File: src/rtl/common_ip_pkg.sv
// Shared definitions for the pulse handshake responder: state encoding,
// drop counter ceiling and the drop counter update rule.
package common_ip_pkg;

  typedef enum logic [1:0] {
    ST_IDLE = 2'd0,
    ST_PEND = 2'd1,
    ST_ACKH = 2'd2
  } hs_state_e;

  localparam logic [7:0] DROP_CNT_MAX = 8'd255;

  // Next drop counter value; a new drop outranks a clear in the same cycle.
  function automatic logic [7:0] drop_cnt_next(input logic [7:0] cur,
                                               input logic       drop,
                                               input logic       clr);
    logic [7:0] nxt;
    if (drop) begin
      if (clr) begin
        nxt = 8'd1;
      end else if (cur == DROP_CNT_MAX) begin
        nxt = DROP_CNT_MAX;
      end else begin
        nxt = cur + 8'd1;
      end
    end else if (clr) begin
      nxt = 8'd0;
    end else begin
      nxt = cur;
    end
    return nxt;
  endfunction

endpackage

File: src/rtl/pulse_handshake_rsp_sync.sv
// Multi-stage level synchronizer with asynchronous active-low reset.
// The output is the last flop of a SYNC_STEP-deep shift chain.
module jlsemi_util_sync_pos_with_rst_low #(
  parameter int SYNC_STEP = 2
) (
  input  logic clk,
  input  logic rst_n,
  input  logic d,
  output logic q
);

  logic [SYNC_STEP-1:0] sync_r;

  // Shift the asynchronous input through the synchronizer chain.
  always_ff @(posedge clk or negedge rst_n) begin
    if (!rst_n) begin
      sync_r <= {SYNC_STEP{1'b0}};
    end else begin
      sync_r <= {sync_r[SYNC_STEP-2:0], d};
    end
  end

  assign q = sync_r[SYNC_STEP-1];

endmodule

File: src/rtl/pulse_handshake_rsp.sv
// Responder side of a 4-phase level request/acknowledge handshake.
// A synchronized request captures the payload into a local event; the event
// completes on evt_ready or is dropped on timeout, after which ack is raised
// and held until the remote withdraws its request.
module pulse_handshake_rsp
  import common_ip_pkg::*;
#(
  parameter int DATA_W    = 32,
  parameter int SYNC_STEP = 2,
  parameter int TO_W      = 16
) (
  input  logic              clk,
  input  logic              rst_n,
  input  logic              req_async,
  input  logic [DATA_W-1:0] req_data,
  output logic              ack,
  output logic              evt_valid,
  output logic [DATA_W-1:0] evt_data,
  input  logic              evt_ready,
  input  logic [TO_W-1:0]   timeout_cfg,
  output logic              timeout_err,
  input  logic              err_clr,
  output logic [7:0]        drop_cnt,
  output logic              busy
);

  localparam logic [TO_W-1:0]   CNT_ZERO  = {TO_W{1'b0}};
  localparam logic [TO_W-1:0]   CNT_ONE   = TO_W'(1'b1);
  localparam logic [TO_W-1:0]   CNT_MAX   = {TO_W{1'b1}};
  localparam logic [DATA_W-1:0] DATA_ZERO = {DATA_W{1'b0}};

  hs_state_e         state_r;
  logic [TO_W-1:0]   cnt_r;
  logic              ack_r;
  logic              evt_valid_r;
  logic [DATA_W-1:0] evt_data_r;
  logic              busy_r;
  logic              timeout_err_r;
  logic [7:0]        drop_cnt_r;

  logic              req_s;
  logic [TO_W-1:0]   cfg_last_s;
  logic [TO_W-1:0]   cnt_inc_s;
  logic              timeout_hit_s;

  jlsemi_util_sync_pos_with_rst_low #(
    .SYNC_STEP (SYNC_STEP)
  ) u_req_sync (
    .clk   (clk),
    .rst_n (rst_n),
    .d     (req_async),
    .q     (req_s)
  );

  // The timeout compares against the live configuration so a change during
  // PEND applies at once; evt_ready masks the timeout so a completing
  // consumer always wins the tie.
  assign cfg_last_s    = timeout_cfg - CNT_ONE;
  assign cnt_inc_s     = (cnt_r == CNT_MAX) ? cnt_r : (cnt_r + CNT_ONE);
  assign timeout_hit_s = (state_r == ST_PEND) && !evt_ready &&
                         (timeout_cfg != CNT_ZERO) && (cnt_r == cfg_last_s);

  // Handshake FSM with registered ack, event valid, payload, busy and PEND counter.
  always_ff @(posedge clk or negedge rst_n) begin
    if (!rst_n) begin
      state_r     <= ST_IDLE;
      cnt_r       <= CNT_ZERO;
      ack_r       <= 1'b0;
      evt_valid_r <= 1'b0;
      evt_data_r  <= DATA_ZERO;
      busy_r      <= 1'b0;
    end else begin
      case (state_r)
        ST_IDLE: begin
          if (req_s) begin
            state_r     <= ST_PEND;
            evt_data_r  <= req_data;
            evt_valid_r <= 1'b1;
            busy_r      <= 1'b1;
            cnt_r       <= CNT_ZERO;
          end else begin
            state_r <= ST_IDLE;
          end
        end
        ST_PEND: begin
          if (evt_ready || timeout_hit_s) begin
            state_r     <= ST_ACKH;
            evt_valid_r <= 1'b0;
            ack_r       <= 1'b1;
          end else begin
            cnt_r <= cnt_inc_s;
          end
        end
        ST_ACKH: begin
          if (!req_s) begin
            state_r <= ST_IDLE;
            ack_r   <= 1'b0;
            busy_r  <= 1'b0;
          end else begin
            state_r <= ST_ACKH;
          end
        end
        default: begin
          state_r     <= ST_IDLE;
          cnt_r       <= CNT_ZERO;
          ack_r       <= 1'b0;
          evt_valid_r <= 1'b0;
          busy_r      <= 1'b0;
        end
      endcase
    end
  end

  // Sticky timeout flag and saturating drop counter; a new drop beats a clear.
  always_ff @(posedge clk or negedge rst_n) begin
    if (!rst_n) begin
      timeout_err_r <= 1'b0;
      drop_cnt_r    <= 8'd0;
    end else begin
      if (timeout_hit_s) begin
        timeout_err_r <= 1'b1;
      end else if (err_clr) begin
        timeout_err_r <= 1'b0;
      end else begin
        timeout_err_r <= timeout_err_r;
      end
      drop_cnt_r <= drop_cnt_next(drop_cnt_r, timeout_hit_s, err_clr);
    end
  end

  assign ack         = ack_r;
  assign evt_valid   = evt_valid_r;
  assign evt_data    = evt_data_r;
  assign busy        = busy_r;
  assign timeout_err = timeout_err_r;
  assign drop_cnt    = drop_cnt_r;

endmodule

File: config.mk
export PLATFORM = sky130hd
export DESIGN_NAME = pulse_handshake_rsp
export DESIGN_NICKNAME = d
export VERILOG_FILES = /design/src/rtl/common_ip_pkg.sv /design/src/rtl/pulse_handshake_rsp_sync.sv /design/src/rtl/pulse_handshake_rsp.sv
export SDC_FILE = /design/constraint.sdc
export NUM_CORES = 1
export LEC_CHECK = 0
export CAP_MARGIN = 20
export CORE_UTILIZATION = 40
export DETAILED_ROUTE_END_ITERATION = 16
export PLACE_DENSITY = 0.71
export SLEW_MARGIN = 20
export SYNTH_ARGS = -nofsm -noshare
export SYNTH_HDL_FRONTEND = slang
export SYNTH_SLANG_ARGS = --single-unit
File: constraint.sdc
create_clock -name clk -period 2.8 [get_ports clk]
set_clock_uncertainty 0.2 [all_clocks]
set_input_delay 0.42 -clock clk [delete_from_list [all_inputs] [get_ports clk]]
set_output_delay 0.42 -clock clk [all_outputs]
set_load 0.005 [all_outputs]
### Word-level counts from Yosys, hierarchy flattened

Cells that the tools add are included.

* bits in registers: 64
* input port bits: 53
* output and inout port bits: 44
* logic and storage cells: 59

* $add $sub $neg: 3
* eq/ne operators: 10
* multiplexer cells: 21
* bitwise gates (word level): 3
* reductions and logical operators: 13

Operators with widths (count)
* 16-bit 2-to-1 mux: 3
* 16-bit case mux with 3 select lines: 1
* 8-bit 2-to-1 mux: 4
* 16-bit by 1-bit adder with 16-bit output (second input constant): 1
* 16-bit equality test: 1
* 16-bit equality test (second input constant): 1
* 16-bit nonzero test: 1
* 16-bit by 1-bit subtractor with 16-bit output (second input constant): 1
* 1-bit case mux with 3 select lines: 3
* 3-bit AND reduction: 3
* 8-bit by 1-bit adder with 8-bit output (second input constant): 1
* 8-bit equality test (second input constant): 1
* 1-bit 2-to-1 mux: 7
* 2-bit != test (second input constant): 3
* 2-bit case mux with 3 select lines: 1
* 2-bit 2-to-1 mux: 2
* 2-bit by 1-bit != test with 1-bit output (second input constant): 2
* 4-bit AND reduction: 1
* 1-bit logical AND: 3
* 1-bit inverter: 3
* 2-bit by 1-bit equality test with 1-bit output (second input constant): 1
* 2-bit equality test (second input constant): 1
* 2-bit zero test: 1
* 2-bit AND reduction: 1
* 3 further kinds: 3

### Longest topological paths before layout

Gate-level depths: netlist (run 1).

* depth in word-level cells: 7
* depth in mapped cells: 13
* depth with buffers taken out: 10

### Modules after synthesis

Synthesis (run 1) repeated with hierarchy kept, for this count alone.

* cells, all modules: 346
* area total of the unflattened synthesis: 3518.4 µm²

Modules (own cells, without submodules)
* pulse_handshake_rsp: times used 1, cells each 344, area an instance 3468.3 µm², sequential area each 1551.5 µm²
* jlsemi_util_sync_pos_with_rst_low: times used 1, cells each 2, area an instance 50.0 µm², sequential area each 50.0 µm²

### Least setup slack after synthesis (run 1)

OpenSTA, ideal clock, no wires.

* path kind: input port to flip-flop
* start: input timeout_cfg[0]
* end: register drop_cnt_r[6], in the netlist drop_cnt[6]
* setup time: 0.126 ns
* data arrival time: 2.916 ns
* data required time: 2.474 ns
* setup slack: -0.442 ns
* stages on the path: 10
* path buffers: 0
* path through: inv_1 > ha_1 > or3b_1 > nor3_4 > xor2_1 > nand4_1 > nor4bb_1 > or4b_4 > or3_1 > o311a_1

* word-level cells in the longest chain between the ends: 4
* elaborated cells between the ends (all ways): 7
* classes of those cells: 1 x add/sub; 1 x eq/ne; 1 x mux; 4 x reduce/logical

Ends and longest elaborated chain
* start: declaration: line pulse_handshake_rsp.sv:20 `input logic [TO_W-1:0] timeout_cfg,`
* 16-bit by 1-bit subtractor with 16-bit output or 16-bit nonzero test (tied branches): line pulse_handshake_rsp.sv:58, pulse_handshake_rsp.sv:61
* 16-bit equality test or 1-bit logical AND (tied branches): line pulse_handshake_rsp.sv:61, pulse_handshake_rsp.sv:60
* 1-bit logical AND *: line pulse_handshake_rsp.sv:61 `(timeout_cfg != CNT_ZERO) && (cnt_r == cfg_last_s);`
* 8-bit 2-to-1 mux or 2-bit nonzero test (tied branches)
* end signal: assignment: line pulse_handshake_rsp.sv:127 `drop_cnt_r <= drop_cnt_next(drop_cnt_r, timeout_hit_s, err_clr);`
* end: declaration: line pulse_handshake_rsp.sv:39 `logic [7:0] drop_cnt_r;`

Mark *: on every way between the ends. The rest lies on a longest branch, timed or not.
A chain may end at the register's enable or synchronous reset.

### Worst setup path after layout (run 1)

* start: input timeout_cfg[8]
* end: register cnt_r[8]

* word-level cells in the longest chain between the ends: 6
* elaborated cells between the ends (all ways): 8
* classes of those cells: 1 x add/sub; 2 x eq/ne; 5 x reduce/logical

Ends and longest elaborated chain
* 16-bit by 1-bit subtractor with 16-bit output or 16-bit nonzero test (tied branches): line pulse_handshake_rsp.sv:58, pulse_handshake_rsp.sv:61
* 16-bit equality test or 1-bit logical AND (tied branches): line pulse_handshake_rsp.sv:61, pulse_handshake_rsp.sv:60
* 1-bit logical AND *: line pulse_handshake_rsp.sv:61
* 1-bit logical OR *: line pulse_handshake_rsp.sv:86 `if (evt_ready || timeout_hit_s) begin`
* 2-bit != test (no line) *
* 4-bit AND reduction (no line) *
* end signal: assignment: line pulse_handshake_rsp.sv:91 `cnt_r <= cnt_inc_s;`
* end: declaration: line pulse_handshake_rsp.sv:33 `logic [TO_W-1:0] cnt_r;`

Marked as above.

==> impl_metrics.json, run 1 <==
{
  "vias": 3581,
  "place_hpwl_um": 7330,
  "power_mw": 3.990,
  "failed_checks": "setup timing",
  "peakVddDrop_v": 0.0006816,
  "worstPathRequired_ns": 2.87,
  "tightestPinTransition_ns": 0.7680,
  "clockBufferDepth": 2,
  "setup_ws_ns": -0.2387,
  "grt.overflow.total": 0,
  "cap_violations": 0,
  "clock_sinks": 64,
  "yosysMostFrequentCell": "dfrtp_1",
  "whs_path_depth": 0,
  "cts_made_buffers": 9,
  "rsz0062_at_grt": "true",
  "period_minus_slack_ns": 3.039,
  "cts_tree": "yes",
  "drive_gt1_share_pct": 41.51,
  "dr.pass1.iters": 4,
  "avgSynthCellArea_sq_um": 10.46,
  "core_region_area_sq_um": 8721,
  "rr_endpoint": "drop_cnt[6]",
  "yosys_warnings": 0,
  "track_usage_pct": 24.23,
  "wl_met1_um": 4568,
  "ant_nets": 0,
  "r2r-start": "cnt_r[1]",
  "clock_latency_ns": 0.34,
  "dr_wl_met3_um": 821,
  "yosys.area.top_type_share_pct": 44.49,
  "yosysTopAreaCell": "dfrtp_1",
  "max_freq_mhz": 329.1,
  "holdPathEnd": "u_req_sync.sync_r[1]",
  "wl_um": 11080,
  "power_density_nw_per_um2": 660.9,
  "ios": 97,
  "critPathMaxFanout": 5,
  "cts_max_level": 3,
  "synth_cell_types": 61,
  "root_buffer": "clkbuf_8",
  "async_reset_ff_share_pct": 100.0,
  "netlist_area_sq_um": 3600,
  "syn2layout_area_growth_pct": 67.71,
  "critical_path_class": "in -> reg",
  "synthTopCellsByCount": "dfrtp_1 (64), mux2_2 (33), nand2_1 (20), nand3_1 (16)",
  "io_buffer_count": 96,
  "drv_slew": 0,
  "grt_start_max_net_pins": 35,
  "setup_viol": 26,
  "crit_path_end_kind": "flip-flop",
  "status": "complete, but fails checks",
  "instances_no_fill": 638,
  "clkTransAtPathRegs_ns": 0.08,
  "hold_viol": 0,
  "grt_pass1_vias": 4045,
  "reg2regPathDepth": 7,
  "p_leak_nw": 2.494,
  "final_core_utilization_pct": 69.23,
  "top_layer": "met4",
  "critPathArrivalTime_ns": 3.11,
  "dieHeight_um": 96.87,
  "rrSetupSlack_ns": -0.16,
  "synthTopCellsByArea": "dfrtp_1 (44%), mux2_2 (10%), xnor2_1 (2.9%), nand3_1 (2.2%), a21oi_1 (2.1%)",
  "wl_per_cell_um": 17.37,
  "dp_cells": 598,
  "synth_edf_count": 0,
  "vias_per_cell": 5.613,
  "synthCells": 344,
  "num_rows": 34,
  "ys_ff_latch": 64,
  "hold_class": "reg -> reg",
  "antenna_found_initial": 0,
  "route.met2.wl_um": 5501,
  "hp-start": "u_req_sync.sync_r[0]",
  "synth_nets": 401,
  "drtIter0Drc": 219,
  "fin_crit_sh_pct": 108.5,
  "dieArea_sq_um": 9383,
  "synthFlopType": "dfrtp_1",
  "slew_headroom_pct": 48.80,
  "place_congestion": 0.8272,
  "chipWidth_um": 96.87,
  "grt_pass1_wl_um": 18660,
  "layout.nets": 582,
  "drc": 0,
  "startpoint_type": "input pin",
  "antennaDiodeCount": 0,
  "start_util_pct": 41.28,
  "ys_seq_area_share_pct": 44.49
}
==> layout make-up <==
class                           instances  area [sq um]
Timing Repair Buffer                  183          1744
Clock inverter                          6         115.1
Clock buffer                           10         137.6
Tap cell                              108         135.1
Fill cell                             630          2684
Inverter                               12         57.56
Multi-Input combinational cell        255          2245
Sequential cell                        64          1603
==> layer usage <==
metal / track usage [%] / vias up
li1: - / 1652
met2: 40.47 / 148
met4: 10.10 / 0
met3: 5.780 / 23
met5: 0 / -
met1: 29.96 / 1758
==> cells by family (layout without fill, tap and decap cells) <==
logic type / after synthesis / after routing / share of synthesized area (%)
and+or+nand+nor: 128 / 128 / 22.18
xor gates and xnor gates: 16 / 16 / 3.893
buffers and inverters: 25 / 211 / 3.128
DFF: 64 / 64 / 44.49
adders and majority gates: 5 / 5 / 1.668
muxes: 33 / 33 / 10.32
AOI/OAI and AO/OA: 73 / 73 / 14.32
==> sequential cells by signal (all words and copies together) (netlist names) <==
signal and flops:
state_r 2, drop_cnt 8, u_req_sync.sync_r 2, cnt_r 16
ack 1, timeout_err 1, busy 1, evt_data 32
evt_valid 1
==> worst max-delay path: stages <==
cell,delay (ns)
buf_8,0.10
or4_4,0.55
nor4_4,0.30
and2_4,0.22
o21ai_2,0.08
a32oi_2,0.25
and4b_2,0.30
buf_12,0.14
buf_8,0.12
or4_4,0.49
a21oi_2,0.13
==> timing repair <==
action	CTS	global route
hold endpoints to repair	30	0
resized for setup	99	34
hold buffers	1	0
setup buffers	19	3
cloned	2	0
pin swaps	34	21
endpoints found under the setup margin	29	29
==> report_power, final <==
part,internal [mW],switching (mW),leakage (nW)
combinational,0.971,0.633,1.57
clock,0.621,0.391,0.123
sequential,1.21,0.160,0.802
total,2.81,1.18,2.49
==> placed cells by master, fill, tap and decap left out, types with 4 or more instances in the layout <==
cell / instances
clkdlybuf4s50_1: 83
dfrtp_1: 63
buf_4: 63
mux2_2: 32
buf_6: 21
nand2_1: 20
nand3_1: 13
xnor2_1: 11
nor2b_1: 11
inv_1: 10
clkbuf_8: 10
or4_4: 8
a21oi_1: 8
or3_1: 8
nor2_1: 8
o21ai_0: 7
a21oi_2: 7
nand2b_1: 6
and3_1: 6
buf_2: 6
nand4_1: 5
o21ai_1: 5
o41ai_2: 4
o31ai_1: 4
buf_8: 4
==> worst max path at each step <==
stage | start | end | slack (ns) | cells after the start
detailed placement | timeout_cfg[0] | drop_cnt[6] | -1.02 | 9
CTS | timeout_cfg[0] | drop_cnt[6] | -0.28 | 11
global placement | timeout_cfg[1] | drop_cnt[6] | -0.98 | 9
global route | timeout_cfg[8] | drop_cnt[6] | -0.28 | 10
finish | timeout_cfg[8] | cnt_r[8] | -0.24 | 11
floorplan | timeout_cfg[1] | drop_cnt[6] | -0.27 | 10
==> stage by stage <==
| stage | cell area [sq um] | TNS [ns] | hold WS (ns) | worst slack, ns |
|---|---|---|---|---|
| finish | 6037 | -3.368 | 0.1519 | -0.2387 |
| global route | 6037 | -5.266 | 0.1751 | -0.2819 |
| CTS | 5881 | -3.889 | 0.1546 | -0.2799 |
| detailed placement | 5286 | -25.49 | 0.1362 | -1.023 |
| global placement | 5286 | -23.35 | 0.1335 | -0.9831 |
| floorplan | 3775 | -3.145 | -0.07559 | -0.2714 |
(Power assumes the default switching activity.)
==> run 2: changes to the inputs <==
--- a/config.mk
+++ b/config.mk
@@ -6,6 +6,7 @@
 export NUM_CORES = 1
 export LEC_CHECK = 0
 export CAP_MARGIN = 20
+export CORE_MARGIN = 2
 export CORE_UTILIZATION = 40
 export DETAILED_ROUTE_END_ITERATION = 16
 export PLACE_DENSITY = 0.71
==> run 2 against run 1 <==
The flow still finishes with violations (setup timing). Sequential share of layout area increased by 0.59 points. Combinational power is essentially flat. First-iteration DRC count decreased by 8.7%. Wire length fell by 4.8%. Utilization shrank 1.5 points. Total power is 2.8% lower. Design area decreased by 2.2%. Global-route usage decreased by 2.4 points. Highest routed layer unchanged.
==> impl_metrics.json, run 2 (same netlist as run 1, synthesis figures left out) <==
{
  "status": "complete, but fails checks",
  "failed_checks": "setup timing",
  "vias": 3469,
  "max_stage_delay_ns": 0.56,
  "antenna_found_initial": 0,
  "reg2regPathDepth": 7,
  "power_mw": 3.876,
  "worstPathRequired_ns": 2.83,
  "ant_nets": 0,
  "rr_endpoint": "drop_cnt[6]",
  "grt_pass1_vias": 3660,
  "final_common_cell": "clkdlybuf4s50_1",
  "setup_ws_ns": -0.2618,
  "most-common-layout-cells": "clkdlybuf4s50_1 (84), buf_4 (70), dfrtp_1 (64), mux2_2 (33), nand2_1 (20)",
  "post_dp_cell_area_sq_um": 5271,
  "r2r-start": "state_r[1]",
  "worstPathCellList": "buf_6 -> or4_4 -> buf_4 -> nor3_4 -> xnor2_1 -> nand4bb_1 -> a2111oi_2 -> and4b_4 -> buf_8 -> buf_6 -> a41oi_2 -> a311oi_1",
  "setup_viol": 25,
  "grt.overflow.total": 0,
  "dr.pass1.iters": 4,
  "crit_path_end_kind": "flip-flop",
  "cts_tree": "yes",
  "slew_headroom_pct": 46.65,
  "period_minus_slack_ns": 3.062,
  "cts_made_buffers": 9,
  "wl_um": 10550,
  "dieHeight_um": 98.87,
  "place_hpwl_um": 7374,
  "num_rows": 34,
  "cts_max_level": 3,
  "ctsHoldBuffers": 0,
  "crit_path_frequent_cell": "buf_6",
  "clockBufferDepth": 2,
  "max_freq_mhz": 326.6,
  "root_buffer": "clkbuf_8",
  "slowest_stage": "or4_4",
  "cap_violations": 0,
  "antennaDiodeCount": 0,
  "fin_crit_sh_pct": 109.4,
  "drc": 0,
  "startpoint_type": "input pin",
  "peakVddDrop_v": 0.0005362,
  "final_design_area_no_fill_sq_um": 5902,
  "hold_class": "in -> async",
  "track_usage_pct": 21.88,
  "power_density_nw_per_um2": 656.7,
  "largest_register_ffs": 32,
  "dieArea_sq_um": 9774,
  "drv_slew": 0,
  "rsz0062_at_grt": "true",
  "chipWidth_um": 98.87,
  "vias_per_cell": 5.454,
  "clock_latency_ns": 0.35,
  "critPathArrivalTime_ns": 3.09,
  "clock_sinks": 64,
  "rrSetupSlack_ns": -0.23,
  "wl_per_cell_um": 16.58,
  "drtIter0Drc": 200,
  "hold_viol": 0,
  "place_congestion": 0.8636,
  "grt_start_max_net_pins": 65,
  "critPathMaxFanout": 7,
  "critical_path_class": "in -> reg",
  "clkTransAtPathRegs_ns": 0.08,
  "start_util_pct": 41.28,
  "ios": 97,
  "core_region_area_sq_um": 8721,
  "syn2layout_area_growth_pct": 63.96,
  "tightestPinTransition_ns": 0.8003,
  "drive_gt1_share_pct": 39.96,
  "layout.nets": 580,
  "p_leak_nw": 2.435,
  "io_buffer_count": 96,
  "grt_pass1_wl_um": 17280,
  "fin_tns_setup_ns": -2.103
}
[run 2: changes by cell type in the layout (fill, tap and decap cells not counted), sizes merged]
cell | before | now
clkbuf | 10 | 9
bufinv | 3 | 2
buf | 98 | 96
inv | 13 | 14
dlygate4sd3 | 1 | 0
clkdlybuf4s50 | 83 | 84
clkinv | 1 | 2
clkdlybuf4s15 | 0 | 1
dlygate4sd2 | 1 | 0
[run 2: layer usage]
metal  up-vias  global-route usage (%)  part of all wire [%]
met5         -                       0                     0
met4         0                   6.955                   1.7
met3        17                   6.525                   7.2
met2       127                   36.38                    49
met1      1675                   27.40                    42
li1       1650                       -                     -
[run 2: cell type report]
cell class / count / area, sq um
Clock buffer: 9 / 123.9
Clock inverter: 7 / 102.6
Tap cell: 108 / 135.1
Multi-Input combinational cell: 255 / 2236
Sequential cell: 64 / 1602
Fill cell: 647 / 2819
Inverter: 12 / 57.56
Timing Repair Buffer: 181 / 1645
[run 2: worst max-delay path by stage]
stage	from	endpoint	slack [ns]
5_1_grt	timeout_cfg[11]	drop_cnt[6]	-0.37
2_1_floorplan	timeout_cfg[1]	drop_cnt[6]	-0.27
6_report	timeout_cfg[10]	drop_cnt[7]	-0.26
3_5_place_dp	timeout_cfg[1]	drop_cnt[6]	-1.07
3_3_place_gp	timeout_cfg[1]	drop_cnt[6]	-0.99
4_1_cts	timeout_cfg[10]	drop_cnt[6]	-0.27
[run 2: timing repair]
action                     in CTS  in global routing
setup buffers                  17                  3
cloned                          1                  0
pin swaps                      26                 19
resized for setup              88                 37
setup endpoints to repair      29                 29
[run 2: report_power, final]
| part | switching [mW] | internal, mW |
|---|---|---|
| clock network | 0.402 | 0.512 |
| registers | 0.154 | 1.21 |
| logic | 0.635 | 0.961 |
| total | 1.19 | 2.69 |
[run 2: worst max-delay path: cells and delay by family]
kind | cells | cell delay (ns)
compound gates | 3 | 0.66
xor+xnor | 1 | 0.13
buf+inv | 4 | 0.52
simple gates | 4 | 1.34
[run 2: through the flow]
stage / instances / setup slack, ns / hold slack, ns / utilization (%)
2_1_floorplan: 344 / -0.2714 / -0.07559 / -
3_3_place_gp: 601 / -0.9858 / 0.1346 / 60.44
3_5_place_dp: 601 / -1.068 / 0.1411 / 60.44
4_1_cts: 635 / -0.2689 / 0.07153 / 66.05
5_1_grt: 636 / -0.3668 / 0.1187 / 67.68
6_report: 636 / -0.2618 / 0.03443 / 67.68
